## config.mk

```make
export PLATFORM = sky130hd
export DESIGN_NAME = seq_normalizer
export DESIGN_NICKNAME = d
export VERILOG_FILES = /design/src/rtl/seq_normalizer_pkg.sv /design/src/rtl/seq_normalizer.sv
export SDC_FILE = /design/constraint.sdc
export NUM_CORES = 1
export LEC_CHECK = 0
export CORE_MARGIN = 4
export CORE_UTILIZATION = 41
export DETAILED_ROUTE_END_ITERATION = 10
export GPL_TIMING_DRIVEN = 0
export HOLD_SLACK_MARGIN = 0.03
export PLACE_DENSITY = 0.66
export SYNTH_ARGS = -nofsm -noshare
export SYNTH_HDL_FRONTEND = slang
export SYNTH_SLANG_ARGS = --single-unit
```

## constraint.sdc

```tcl
create_clock -name clk_i -period 4 [get_ports clk_i]
set_input_delay 0.8 -clock clk_i [delete_from_list [all_inputs] [get_ports clk_i]]
set_output_delay 0.8 -clock clk_i [all_outputs]
set_load 0.005 [all_outputs]
```

## src/rtl/seq_normalizer_pkg.sv

```systemverilog
`default_nettype none
// ============================================================================
// Module   : seq_normalizer_pkg
// Function : Shared types for the iterative leading-one normalizer.
// Revision : 1.0
// ============================================================================
package seq_normalizer_pkg;

  typedef enum logic [1:0] {
    IDLE  = 2'd0,
    SHIFT = 2'd1,
    DONE  = 2'd2
  } state_t;

endpackage : seq_normalizer_pkg
`default_nettype wire

```

## src/rtl/seq_normalizer.sv

```systemverilog
`default_nettype none
// ============================================================================
// Module   : seq_normalizer
// Function : Shifts a word one bit per clock until its leading one reaches the
//            selected edge; reports the normalized word and the shift count.
// Revision : 1.0
// ============================================================================
module seq_normalizer
  import seq_normalizer_pkg::*;
#(
  parameter int N = 3
) (
  input  logic             clk_i,
  input  logic             reset_i,
  input  logic             in_valid_i,
  output logic             in_ready_o,
  input  logic [2**N-1:0]  a_i,
  input  logic             lr_i,
  output logic             out_valid_o,
  input  logic             out_ready_i,
  output logic [2**N-1:0]  y_o,
  output logic [N-1:0]     amt_o,
  output logic             zero_o
);

  localparam int W = 2**N;

  state_t         state_q, state_d;
  logic [W-1:0]   work_q,  work_d;
  logic [N-1:0]   cnt_q,   cnt_d;
  logic           dir_q,   dir_d;
  logic [W-1:0]   y_q,     y_d;
  logic [N-1:0]   amt_q,   amt_d;
  logic           zero_q,  zero_d;
  logic           target_bit;

  assign target_bit = dir_q ? work_q[0] : work_q[W-1];

  always_comb begin
    state_d = state_q;
    work_d  = work_q;
    cnt_d   = cnt_q;
    dir_d   = dir_q;
    y_d     = y_q;
    amt_d   = amt_q;
    zero_d  = zero_q;

    case (state_q)
      IDLE: begin
        if (in_valid_i) begin
          work_d = a_i;
          dir_d  = lr_i;
          cnt_d  = '0;
          if (a_i == '0) begin
            // Nothing to normalize: publish the zero result without shifting.
            y_d     = '0;
            amt_d   = '0;
            zero_d  = 1'b1;
            state_d = DONE;
          end else begin
            zero_d  = 1'b0;
            state_d = SHIFT;
          end
        end
      end

      SHIFT: begin
        if (target_bit) begin
          y_d     = work_q;
          amt_d   = cnt_q;
          state_d = DONE;
        end else begin
          work_d = dir_q ? (work_q >> 1) : (work_q << 1);
          cnt_d  = cnt_q + N'(1);
        end
      end

      DONE: begin
        if (out_ready_i) begin
          state_d = IDLE;
        end
      end

      default: begin
        state_d = IDLE;
      end
    endcase
  end

  always_ff @(posedge clk_i) begin
    if (reset_i) begin
      state_q <= IDLE;
      work_q  <= '0;
      cnt_q   <= '0;
      dir_q   <= 1'b0;
      y_q     <= '0;
      amt_q   <= '0;
      zero_q  <= 1'b0;
    end else begin
      state_q <= state_d;
      work_q  <= work_d;
      cnt_q   <= cnt_d;
      dir_q   <= dir_d;
      y_q     <= y_d;
      amt_q   <= amt_d;
      zero_q  <= zero_d;
    end
  end

  // Ready depends only on the state register and reset, never on the handshakes.
  assign in_ready_o  = (state_q == IDLE) && !reset_i;
  assign out_valid_o = (state_q == DONE);
  assign y_o         = y_q;
  assign amt_o       = amt_q;
  assign zero_o      = zero_q;

endmodule : seq_normalizer
`default_nettype wire
```

; Word-level counts from Yosys, hierarchy flattened
; Cells that the tools add are included.
[word_totals]
out_inout_bits = 14
wordCells = 46
ff_bits = 26
[classes]
reduce_logical = 9
n_eq_ne = 7
n_addsub = 1
muxes = 22
[ops]
columns = operator, count
row1 = 8-bit 2-to-1 mux, 6
row2 = 8-bit case mux with 2 select lines, 2
row3 = 3-bit 2-to-1 mux, 5
row4 = 3-bit case mux with 2 select lines, 2
row5 = 8-bit logical NOT, 1
row6 = 2-bit 2-to-1 mux, 4
row7 = "2-bit inequality test, second input constant", 4
row8 = 2-bit case mux with 3 select lines, 1
row9 = 3-bit AND reduction, 2
row10 = 4-bit AND reduction, 1
row11 = "3-bit by 1-bit adder with 3-bit output, second input constant", 1
row12 = "2-bit by 1-bit == test with 1-bit output, second input constant", 1
row13 = "2-bit == test, second input constant", 1
row14 = 2-bit logical NOT, 1
row15 = 1-bit 2-to-1 mux, 2
row16 = "2-bit by 1-bit inequality test with 1-bit output, second input constant", 1
row17 = 2-bit AND reduction, 1
row18 = 2-bit nonzero test, 1
row19 = 1-bit logical AND, 1
row20 = 1-bit logical NOT, 1

; Depth between registers and ports, before layout
[depth]
ltp_word = 4
ltp_mapped = 5
ltp_nobuf = 4

; Least setup slack after synthesis
; No wires, ideal clock.
[synth_path]
path_type = input -> output
from = input port reset_i
to = output port in_ready_o
path_slack_ns = 1.785
stages = 3
arrival_time_ns = 1.415
n_path_buf = 2
required_time_ns = 3.200
path_cell_list = clkbuf_1 -> buf_1 -> nor3_1
[synth_via]
elab_chain_cells = 2
[synth_lines]
columns = item, line_no
row1 = "start, declared", seq_normalizer.sv:14  ; input logic reset_i,
row2 = 1-bit logical NOT, seq_normalizer.sv:111  ; assign in_ready_o = (state_q == IDLE) && !reset_i;
row3 = 1-bit logical AND, seq_normalizer.sv:111
row4 = "end, declared", seq_normalizer.sv:16  ; output logic in_ready_o,
; No other way between the ends.

; Worst setup path after layout
; Same ends and word-level chain as after synthesis.

==> flow_summary.json <==
{
  "ios": 27,
  "syn-cell-area_um2": 1250,
  "final_nets": 177,
  "die_y_um": 63.2,
  "fin_area_um2": 1590,
  "period_minus_slack_ps": 3670,
  "grt_pass1_vias": 1223,
  "area_growth_pct": 26.8,
  "ys_seq_area_frac": 0.416,
  "final_cell_mix": "dfxtp_1, clkdlybuf4s50_1, nor2b_1",
  "antenna_left": 0,
  "critPathMaxStageDelay_ps": 660,
  "fin_ws_ps": 332,
  "cp_common_cell": "clkdlybuf4s50_1",
  "crit_family": "buffers and inverters",
  "crit_buf_inv": 4,
  "finalPower_mw": 0.555,
  "slew-limit-headroom": 0.668,
  "initial_utilization": 0.442,
  "path_cells": "clkdlybuf4s50_1 > clkbuf_1 > buf_1 > nor3_1 > clkdlybuf4s50_1",
  "drt-initial-drc-count": 65,
  "hpwl_mm": 2.40,
  "critPathMaxFanout": 10,
  "ir_drop_mv": 0.143,
  "place_area_um2": 1550,
  "num_vias": 1151,
  "p_leak_nw": 0.557,
  "crit_path_end_kind": "primary output",
  "dpl_worst_slack_ps": 335,
  "portBuffers": 26,
  "finalMaxSlewViolations": 0,
  "dr.pass1.iters": 5,
  "postCtsHoldBufs": 0,
  "skew_ps": 7.25,
  "hold_viol_final": 0,
  "avgViaCountPerCell": 5.96,
  "antenna_cells": 0,
  "ctsHtreeMaxLevel": 1,
  "cts.clk_slew.worst_paths_ps": 140,
  "clock-sinks": 26,
  "rsz0062_at_grt": "false",
  "cts_tree": "yes",
  "final_min_period_over_clock_period": 0.917,
  "core_area_um2": 2830,
  "ys_seq_elements": 26,
  "finalSetupTns_ps": 0,
  "cp_data_required_time_ps": 3200,
  "post-cts-setup-buffers": 0,
  "drive_above_1_share": 0.142,
  "crit_arrival_ps": 2870,
  "numCtsBuffers": 3,
  "clkLatencyLatePin_ps": 320,
  "cts.path.max_buffers": 2,
  "grt_overflow": 0,
  "max-cap-violations": 0,
  "fp.dieW_um": 63.2,
  "holdWs_ps": 464,
  "gp_congestion": 0.825,
  "crit_type": "primary input to primary output",
  "grt_pass1_wl_mm": 5.76,
  "status": "complete, no violations",
  "cp-start-kind": "primary input",
  "yosys_warnings": 0,
  "avgSynthCellArea_um2": 9.47,
  "worst_slew_pin_slew_ps": 497,
  "fmax_ghz": 0.273,
  "drc": 0,
  "hp-class": "register to register",
  "p_per_area_nw_per_um2": 350,
  "post_drt_wl_per_cell_um": 17.5,
  "synthesis.nets": 146,
  "dieArea_um2": 4000,
  "syn_inst": 132,
  "rows": 19,
  "track_usage": 0.179,
  "cpMaxStageDelayCell": "clkdlybuf4s50_1",
  "antenna_found_initial": 0,
  "cts_root_buf": "clkbuf_4",
  "setup_viol": 0,
  "routed_wl_mm": 3.37,
  "post_cts_resized": 0,
  "grt_max_degree": 15,
  "synth_cell_type_count": 33
}
-- cells in the mapped netlist --
cell	count	area share
ha_1	1	0.010
o31ai_1	1	0.0060
o21ai_0	2	0.0080
or3b_2	1	0.0070
clkbuf_1	1	0.0030
nand2b_1	2	0.010
buf_4	3	0.018
mux2i_1	1	0.0080
o22ai_1	8	0.040
buf_6	1	0.0090
nor3b_4	1	0.015
mux2_2	7	0.063
or4_1	1	0.0060
nor2b_1	12	0.060
or2b_1	1	0.0060
a21oi_1	6	0.024
a31oi_1	1	0.0050
nor3_1	2	0.0080
o21ba_2	1	0.0080
nand2_1	11	0.033
nand3_1	2	0.0080
nor4_1	2	0.010
nand3_2	1	0.0080
inv_1	1	0.0030
nor2_1	9	0.027
buf_2	4	0.016
nand3b_1	1	0.0060
or3_1	1	0.0050
a32o_1	11	0.088
dfxtp_1	26	0.42
and2b_1	1	0.0060
a221oi_1	8	0.056
buf_1	1	0.0030
-- cell type report --
type / count / area (um^2)
buffer: 10 / 61.3
timing repair buffer: 26 / 260
clock buffer: 4 / 36.3
sequential: 26 / 520
fill: 270 / 1240
inverter: 1 / 3.75
multi-input combinational: 95 / 664
tap: 31 / 38.8
-- kinds of logic (layout without fill, tap and decap cells) --
group,count (synthesis),count (layout),synth area share
multiplexers,8,8,0.0711
buffers and inverters,11,41,0.0520
AND/OR/NAND/NOR,48,48,0.215
AO/OA/AOI/OAI,38,38,0.235
adder cells (fa/ha/maj),1,1,0.0100
flip-flops,26,26,0.416
-- sequential cells by signal, indices dropped and copies added (netlist names) --
register	cells
cnt_q	3
dir_q	1
y_o	8
zero_o	1
work_q	8
amt_o	3
state_q	2
-- through the flow --
| step | utilization | std cells |
|---|---|---|
| 6_report | 0.560 | 193 |
| 2_1_floorplan | - | 132 |
| 5_1_grt | 0.560 | 193 |
| 4_1_cts | 0.560 | 193 |
| 3_5_place_dp | 0.548 | 189 |
| 3_3_place_gp | 0.548 | 189 |
-- report_power, final --
group          total, mW  internal (mW)  switching (mW)
Clock              0.133         0.0556          0.0776
Combinational      0.126         0.0611          0.0645
Sequential         0.296          0.276          0.0195
Total              0.555          0.393           0.162
-- layer usage --
layer | routed length, um | up-vias | GRT usage
met5 | 0 | - | 0
met4 | 38 | 0 | 0.0566
met3 | 183 | 4 | 0.0409
met2 | 1500 | 35 | 0.281
met1 | 1640 | 553 | 0.243
li1 | - | 559 | -
-- final timing paths --
| path | slack [ps] | from | depth (start not counted) | end |
|---|---|---|---|---|
| worst min register to register | 460 | zero_o | 2 | zero_o |
| worst max-delay path | 330 | reset_i | 5 | in_ready_o |
| worst max register to register | 2380 | state_q[1] | 4 | amt_o[0] |
| worst min-delay path | 460 | zero_o | 2 | zero_o |
-- worst reg2reg max path, cell delays in order, from the launching register on --
cell	delay, ps
dfxtp_1	390
nor3b_4	480
nand3_2	220
buf_6	210
a32o_1	220
Power figures use the tool's default switching activity.
